$ cat src/rtl/cim_pkg.sv
// Shared definitions for the CIM crossbar tile controller: FSM state
// encoding and width helpers used to size ports from the tile parameters.
package cim_pkg;

  typedef enum logic [1:0] {
    s_xbar_idle    = 2'd0,
    s_xbar_compute = 2'd1,
    s_xbar_done    = 2'd2
  } t_xbar_state;

  localparam int default_xbar_size     = 256;
  localparam int default_input_size    = 201;
  localparam int default_datatype_size = 8;

  // Width needed to index n items; never below 1 so a single-item
  // dimension still yields a legal one-bit signal.
  function automatic int idx_w(input int n);
    return (n > 1) ? $clog2(n) : 1;
  endfunction

  // Address width for a crossbar of n rows.
  function automatic int addr_w(input int n);
    return idx_w(n);
  endfunction

  // Bit-plane index width for n-bit elements.
  function automatic int bit_w(input int n);
    return idx_w(n);
  endfunction

  // Width of a counter that must hold the value n itself.
  function automatic int cnt_w(input int n);
    return idx_w(n + 1);
  endfunction

endpackage

$ cat src/rtl/cim_row_buffer.sv
// Row buffer for one crossbar tile: xbar_size elements of datatype_size bits,
// one write port and a bit-plane read port that returns bit i_bit_idx of
// every row at once.
// Optional feature: define CIM_XBAR_CLEAR_EN to make i_clear zero every row;
// without it i_clear is ignored and contents persist until reset.
module cim_row_buffer
  import cim_pkg::*;
#(
  parameter int xbar_size     = default_xbar_size,
  parameter int datatype_size = default_datatype_size
) (
  input  logic                              clk,
  input  logic                              rst,
  input  logic                              i_we,
  input  logic [addr_w(xbar_size)-1:0]      i_addr,
  input  logic [datatype_size-1:0]          i_data,
  input  logic                              i_clear,
  input  logic [bit_w(datatype_size)-1:0]   i_bit_idx,
  output logic [xbar_size-1:0]              o_plane
);

  logic [datatype_size-1:0] mem [xbar_size];

  // Storage: synchronous reset and optional clear, else single-port write.
  // NOTE: this array is reset on purpose (zeroed contents are observable on
  // the crossbar), which forces it into flops rather than a RAM macro.
  always_ff @(posedge clk) begin
    if (rst) begin
      for (int r = 0; r < xbar_size; r++) mem[r] <= '0;
    end
`ifdef CIM_XBAR_CLEAR_EN
    else if (i_clear) begin
      for (int r = 0; r < xbar_size; r++) mem[r] <= '0;
    end
`endif
    else if (i_we && (int'(i_addr) < xbar_size)) begin
      mem[i_addr] <= i_data;
    end
  end

`ifndef CIM_XBAR_CLEAR_EN
  logic unused_clear;
  assign unused_clear = i_clear;
`endif

  // Bit-plane read: gather the selected bit of every row.
  // NOTE: o_plane gets a full default before the loop so no path leaves it
  // unassigned, which would otherwise infer a latch.
  always_comb begin
    o_plane = '0;
    for (int r = 0; r < xbar_size; r++) o_plane[r] = mem[r][i_bit_idx];
  end

endmodule

$ cat src/rtl/cim_xbar_ctrl.sv
// Responder-side controller for one CIM crossbar tile. Accepts element writes
// into the row buffer while idle, then on start streams the buffer into the
// crossbar bit-serially (LSB plane first) with busy raised, and pulses done.
// Optional feature: define CIM_XBAR_CLEAR_EN to clear the row buffer during
// the done state, so unwritten rows contribute 0 to the next compute.
module cim_xbar_ctrl
  import cim_pkg::*;
#(
  parameter int xbar_size     = default_xbar_size,
  parameter int input_size    = default_input_size,
  parameter int datatype_size = default_datatype_size
) (
  input  logic                              clk,
  input  logic                              rst,
  input  logic                              i_cim_we,
  input  logic [addr_w(xbar_size)-1:0]      i_cim_addr,
  input  logic [datatype_size-1:0]          i_data,
  input  logic                              i_start,
  output logic                              o_cim_busy,
  output logic                              o_xbar_en,
  output logic [xbar_size-1:0]              o_xbar_row,
  output logic [bit_w(datatype_size)-1:0]   o_bit_idx,
  output logic                              o_bit_last,
  output logic                              o_done,
  output logic [cnt_w(xbar_size)-1:0]       o_wr_count
);

  localparam int bw = bit_w(datatype_size);
  localparam int cw = cnt_w(xbar_size);
  localparam logic [bw-1:0] last_bit  = bw'(datatype_size - 1);
  localparam logic [cw-1:0] cnt_limit = cw'(input_size);

  t_xbar_state            state;
  logic [bw-1:0]          bit_cnt;
  logic                   wr_accept;
  logic                   buf_clear;
  logic [xbar_size-1:0]   plane;

  // Writes land only while idle; anything else from upstream is dropped.
  assign wr_accept = i_cim_we && (state == s_xbar_idle);
  assign buf_clear = (state == s_xbar_done);

  cim_row_buffer #(
    .xbar_size     (xbar_size),
    .datatype_size (datatype_size)
  ) u_row_buffer (
    .clk       (clk),
    .rst       (rst),
    .i_we      (wr_accept),
    .i_addr    (i_cim_addr),
    .i_data    (i_data),
    .i_clear   (buf_clear),
    .i_bit_idx (bit_cnt),
    .o_plane   (plane)
  );

  // FSM, bit counter, write counter and registered outputs. The outputs are
  // a one-cycle-late decode of the state, so plane k leaves the tile one
  // edge after the counter points at it and a write accepted with start is
  // already in the buffer when plane 0 is read.
  // NOTE: every assignment here is non-blocking so all registers update from
  // the same pre-edge values regardless of statement order.
  always_ff @(posedge clk) begin
    if (rst) begin
      state      <= s_xbar_idle;
      bit_cnt    <= '0;
      o_cim_busy <= 1'b0;
      o_xbar_en  <= 1'b0;
      o_xbar_row <= '0;
      o_bit_idx  <= '0;
      o_bit_last <= 1'b0;
      o_done     <= 1'b0;
      o_wr_count <= '0;
    end else begin
      o_cim_busy <= (state != s_xbar_idle);
      o_xbar_en  <= (state == s_xbar_compute);
      o_xbar_row <= (state == s_xbar_compute) ? plane : '0;
      o_bit_idx  <= (state == s_xbar_compute) ? bit_cnt : '0;
      o_bit_last <= (state == s_xbar_compute) && (bit_cnt == last_bit);
      o_done     <= (state == s_xbar_done);

      case (state)
        s_xbar_idle: begin
          if (wr_accept && (o_wr_count < cnt_limit)) begin
            o_wr_count <= o_wr_count + cw'(1);
          end
          if (i_start) begin
            state   <= s_xbar_compute;
            bit_cnt <= '0;
          end
        end
        s_xbar_compute: begin
          if (bit_cnt == last_bit) begin
            state   <= s_xbar_done;
            bit_cnt <= '0;
          end else begin
            bit_cnt <= bit_cnt + bw'(1);
          end
        end
        s_xbar_done: begin
          // Count clears together with the done pulse; start is ignored
          // here so a held start only retriggers from idle.
          o_wr_count <= '0;
          state      <= s_xbar_idle;
        end
        default: begin
          state <= s_xbar_idle;
        end
      endcase
    end
  end

endmodule

$ cat config.mk
export PLATFORM = sky130hd
export DESIGN_NAME = cim_xbar_ctrl
export DESIGN_NICKNAME = d
export VERILOG_FILES = /design/src/rtl/cim_pkg.sv /design/src/rtl/cim_row_buffer.sv /design/src/rtl/cim_xbar_ctrl.sv
export SDC_FILE = /design/constraint.sdc
export NUM_CORES = 2
export LEC_CHECK = 0
export ABC_AREA = 1
export BUFFER_PORTS_ARGS = -buffer_cell sky130_fd_sc_hd__buf_2
export CAP_MARGIN = 20
export CORE_MARGIN = 2
export CORE_UTILIZATION = 50
export CTS_CLUSTER_SIZE = 10
export DETAILED_ROUTE_END_ITERATION = 8
export GPL_TIMING_DRIVEN = 1
export HOLD_SLACK_MARGIN = 0.1
export PLACE_DENSITY_LB_ADDON = 0.12
export SYNTH_ARGS = -nofsm -noshare
export SYNTH_HDL_FRONTEND = slang
export SYNTH_SLANG_ARGS = --single-unit
$ cat constraint.sdc
create_clock -name clk -period 5.15 [get_ports clk]
set_clock_uncertainty 0.15 [all_clocks]
set_input_delay 1.03 -clock clk [delete_from_list [all_inputs] [get_ports clk]]
set_output_delay 1.03 -clock clk [all_outputs]
set_load 0.1 [all_outputs]
== Yosys cells after proc, flatten, opt, wreduce, memory -nomap -nowiden ==
Memories as Yosys holds them, arrays and structs flattened.
Index checks and enable logic that the tools add are counted.
W data, S select, Z words.

* Register bits: 277
* Memory bits (writable): 2048
* Bits of input ports: 20
* Output and inout bits: 272
* Word-level logic and storage cells: 561
* Memories kept: 1

* Add/sub/neg operators: 2
* $lt $le $gt $ge: 2
* Equal/unequal tests: 6
* Mux-type cells: 528
* Bitwise gates (word level): 1
* Reduce and logical (&&, ||, !) cells: 12

{| class="wikitable"
|+ Memories
! memory !! depth !! bits a word !! read ports !! clocked after memory_dff !! write ports !! RTL line !! text
|-
| u_row_buffer.mem || 256 || 8 || 256 || 0 || 256 || cim_row_buffer.sv:22 || <nowiki>logic [datatype_size-1:0] mem [xbar_size];</nowiki>
|}

{| class="wikitable"
|+ Operator list
! operator !! count
|-
| $bmux W1 S3 || 256
|-
| $mux W1 || 262
|-
| $pmux W9 S2 || 1
|-
| $mux W8 || 2
|-
| $add A9 B1 Y9 const B || 1
|-
| $lt A9 B8 Y1 const B || 1
|-
| $mux W9 || 1
|-
| $reduce_or A8 Y1 || 1
|-
| $mux W3 || 2
|-
| $pmux W3 S2 || 1
|-
| $reduce_and A2 Y1 || 3
|-
| $reduce_bool A2 Y1 || 3
|-
| $lt A3 B4 Y1 const B || 1
|-
| $mux W2 || 2
|-
| $ne A2 B1 Y1 const B || 2
|-
| $pmux W2 S2 || 1
|-
| $add A3 B1 Y3 const B || 1
|-
| $eq A3 B3 Y1 const B || 1
|-
| $logic_and A1 B1 Y1 || 3
|-
| $eq A2 B1 Y1 const B || 1
|-
| $eq A2 B2 Y1 const B || 1
|-
| $logic_not A2 Y1 || 1
|-
| $ne A2 B2 Y1 const B || 1
|-
| $reduce_or A2 Y1 || 1
|-
| $not A1 Y1 || 1
|}

== Longest topological paths before layout ==
* Word-level depth: 7
* Depth in mapped cells: 10
* Depth with buffers taken out: 9

== Modules after synthesis ==
Synthesis repeated with hierarchy kept, for this count alone.

* Cells, all modules: 12723
* Area, all modules: 108153.7 um^2

{| class="wikitable"
|+ Modules (own cells, without submodules)
! module !! times used !! cells an instance !! area an instance (um^2) !! seq. area each (um^2)
|-
| cim_row_buffer || 1 || 11801 || 99549.2 || 61499.0
|-
| cim_xbar_ctrl || 1 || 922 || 8604.5 || 5545.3
|}

== Worst setup path after synthesis ==
Ideal clock, no wire load.

* Path kind: input-to-reg
* Start point: input rst
* End point: memory u_row_buffer.mem[215][0] in the netlist's numbering, enable pin
* Setup time: 0.329 ns
* Arrival: 2.406 ns
* Required time: 4.671 ns
* Slack: 2.265 ns
* Cell stages on the path: 7
* Path buffers: 2
* Cell sequence: clkbuf_1 nor2_4 nand2_1 nor2_1 buf_2 nand2_1 nand2_1

{| class="wikitable"
|+ RTL lines
! item !! RTL line !! text
|-
| start, declared || cim_xbar_ctrl.sv:14 || <nowiki>input logic rst,</nowiki>
|-
| end, declared || cim_row_buffer.sv:22 ||
|}

==> metrics.csv <==
stage,metric,value,unit
run_status,outcome,"complete, no violations",
place,Post-DP HPWL,142.2,mm
floorplanning,die width,442.7,µm
synth,ranking of synthesized cells by area,"edfxtp_1 (64%), nor2_1 (12%), dfxtp_1 (5.8%), nand2_1 (4.0%), o21ai_0 (2.7%)",
drt,DR vias,66582,
floorplanning,total I/O pin count,292,
drt,DR vias/cell,5.760,
clock_network,clk sink count,2325,
place,gpl congestion,0.7733,
setup_path,CP Capture Type,flop,
power,pwr dens,389.5,mW/mm²
global_routing,GR Util All Layers,26.75,%
final_layout,Finished Cell Area,0.1081,mm²
global_routing,GRT overflow,0,
power,Lkg Pwr,42.27,nW
synth,Post-Synth XOR/XNOR Area,0.009100,%
synth,#FFs+latches synth,2325,
synth,top cell type's share of synthesized area,63.90,%
synth,post-synthesis mux area share,2.662,%
synth,Yosys top cell by area,edfxtp_1,
synth,count of cell types in the netlist,30,
clock_network,cts repair resizes,0,
floorplanning,Initial Util,50.14,%
setup_path,Crit Path Category,flop to flop,
setup_path,Top Family by Delay on Critical Path,simple AND/OR/NAND/NOR gates,
setup_path,slowest cell on the critical path,nor2_4,
clock_network,clock root buffer,clkbuf_16,
drt,"antenna viol nets, final",0,
floorplanning,Die Area,0.1960,mm²
global_routing,vias in the first global route,65368,
drt,1st-iter DRT viols,6086,
clock_network,CTS H-tree lvls,5,
timing,Worst-Margin Slew,1.093,ns
drt,post-DR wirelength/cell,23.07,µm
drt,drt drc,0,
synth,largest family of logic cells by synthesized area,simple AND/OR/NAND/NOR gates,
place,dpl cell area,0.1000,mm²
place,port bufs,291,
hold_path,hold wc startpoint,i_start,
synth,Synth Area in Adders,0.03900,%
timing,RSZ-0062 raised after global routing,no,
power,combinational power share,7.4,%
drt,WL final,266.7,mm
synth,syn avg cell area,10.92,µm²
power,Pint,0.03223,W
timing,Fin. Hold Viols,0,
clock_network,clock tree buffer depth,4,
setup_path,delay of the slowest critical-path stage,0.77,ns
synth,syn_nets,8834,
setup_path,crit path DAT,3.87,ns
clock_network,cts-stage hold buffer count,0,
hold_path,class of the worst hold path,primary input to flop,
timing,slew margin rel.,26.96,%
timing,Max Clk Rate,290.0,MHz
floorplanning,DIE HEIGHT,442.7,µm
timing,Final Max Slew Viols,0,
timing,final worst path period share,66.95,%
synth,Synth Area in Compound Gates,6.729,%
setup_path,"most used cell, CP",nand2_1,
synth,Yosys Warn Count,0,
drt,drt first pass iters,6,
timing,Fin Setup TNS,0,ns
setup_path,crit path from,state[1],
global_routing,largest net degree at the start of global routing,182,
synth,Post-Syn Area,0.09625,mm²
setup_path,worst endpoint required time,5.57,ns
clock_network,CTS buffer count,286,
clock_network,TritonCTS clock tree,yes,
power,Reg power frac,50.4,%
final_layout,ratio of cells with drive above 1 in the final layout,8.818,%
setup_path,startpoint types,flop,
floorplanning,site row count,161,
global_routing,first-pass GRT wire length,399.1,mm
clock_network,clk_lat worst skew,0.93,ns
setup_path,"Buf+Inv Stages, Crit Path",1,
power,VDD IR max,284.3,µV
synth,Post-Syn Instances,8811,
power,Net Sw Frac,23.44,%
timing,final setup vio count,0,
global_routing,initial antenna violation count,14,
power,sw power,0.009869,W
setup_path,reg2reg start,state[1],
final_layout,Layout area overhead,12.30,%
power,clock network power share,42.2,%
setup_path,CP Cell Sequence,"nor2_2, nand2_1, nor2_4, nand3_2, nor2_4, buf_4, nand2_1, nand2_1",
floorplanning,core footprint,0.1920,mm²
synth,Post-Synth Simple-Gate Area,17.95,%
timing,Period minus WS final,3.448,ns
final_layout,Final #Nets,8863,
clock_network,clock transition at the registers of the reported paths,0.05,ns
clock_network,Post-CTS Setup Bufs,0,
synth,"Seq/Total Area, Yosys",69.66,%
setup_path,worst-path maximum fanout,9,
flow_run,Max Cap Violations,0,
## worst paths after layout
path | to | slack (ns) | cells past startpoint
worst max-delay path | u_row_buffer.mem[235][1] | 1.70 | 8
worst min-delay path | state[0] | 0.26 | 3
worst max register to register | u_row_buffer.mem[235][1] | 1.70 | 8
worst min register to register | o_wr_count[7] | 0.33 | 2
## power by group through the flow
| stage | Combinational, W | Clock, W | Sequential (W) |
|---|---|---|---|
| 4_1_cts | 0.00312 | 0.0180 | 0.0212 |
| 6_report | 0.00311 | 0.0178 | 0.0212 |
| 3_5_place_dp | 0.00311 | 0 | 0.0216 |
| 5_1_grt | 0.00333 | 0.0188 | 0.0212 |
| 2_1_floorplan | 0.00174 | 0 | 0.0220 |
| 3_3_place_gp | 0.00305 | 0 | 0.0216 |
## layout by cell type, fill, tap and decap left out, types with 23 or more instances in the layout
cell type	synthesis	layout
nand3_1	265	265
o22ai_1	256	256
edfxtp_1	2048	2048
inv_1	31	23
nor2_1	3115	3110
mux2i_1	256	256
clkbuf_1	559	172
buf_2	100	291
buf_4	4	86
dfxtp_1	277	275
nand2_1	1032	1032
clkbuf_16	0	292
buf_12	0	50
o32ai_1	256	256
o21ai_0	514	514
nand2_2	30	30
## logic make-up after synthesis
kind of cell / after synthesis
simple gates: 4468
flops: 2325
compound gates: 1037
buf+inv: 721
mux: 256
fa+ha+maj: 3
xor+xnor: 1
## cells in the mapped netlist
cell type	n
o21ai_0	514
nand4_1	5
nor2_4	1
o32ai_1	256
nand2_2	30
dfxtp_1	277
o31ai_1	1
buf_1	23
nor3_1	2
nor3_2	4
ha_1	3
buf_2	100
nand2_1	1032
clkbuf_1	559
nand3b_2	1
inv_1	31
nor2_2	10
a21oi_1	9
o22ai_1	256
mux2i_1	256
inv_2	1
nor2_1	3115
o21bai_1	1
xor2_1	1
clkinv_1	3
nor3b_1	1
edfxtp_1	2048
nand3_2	2
buf_4	4
nand3_1	265
## tightest hold or removal path, cell delays in order
cell and delay, ns:
buf_2 0.10, nand2_1 0.08, a21oi_1 0.06
## through the flow
step	std cells	hold slack (ns)	power [W]	worst slack, ns	utilization (%)
6_report	11560	0.2569	0.04210	1.702	56.30
5_1_grt	11558	0.2385	0.04339	1.576	56.30
4_1_cts	11553	0.1948	0.04235	1.682	56.29
3_5_place_dp	11078	0.3224	0.02470	0.9759	52.09
3_3_place_gp	11078	0.3125	0.02462	1.009	52.09
2_1_floorplan	8811	0.3325	0.02372	2.265	-
## cell type report
type / count / area, µm²
antenna: 7 / 17.52
clock buffer: 468 / 8008
clock inverter: 7 / 60.06
fill: 16202 / 83890
inverter: 35 / 221.5
multi-input combinational: 5765 / 26460
sequential: 2325 / 67050
tap: 2526 / 3161
timing repair buffer: 427 / 3103
## sequential cells by signal (all words and copies together) (netlist names)
signal and flops:
o_xbar_row 256, u_row_buffer.mem 2048, o_bit_idx 3, state 2, o_bit_last 1, o_done 1, o_wr_count 9, o_cim_busy 1
o_xbar_en 1, bit_cnt 3
## routing by layer
metal	part of all wire [%]	GRT usage, %
met5	0.0079	0
met2	50	46.45
met1	40	33.95
met3	6.5	3.776
met4	3.6	10.33
(Power assumes the default switching activity.)
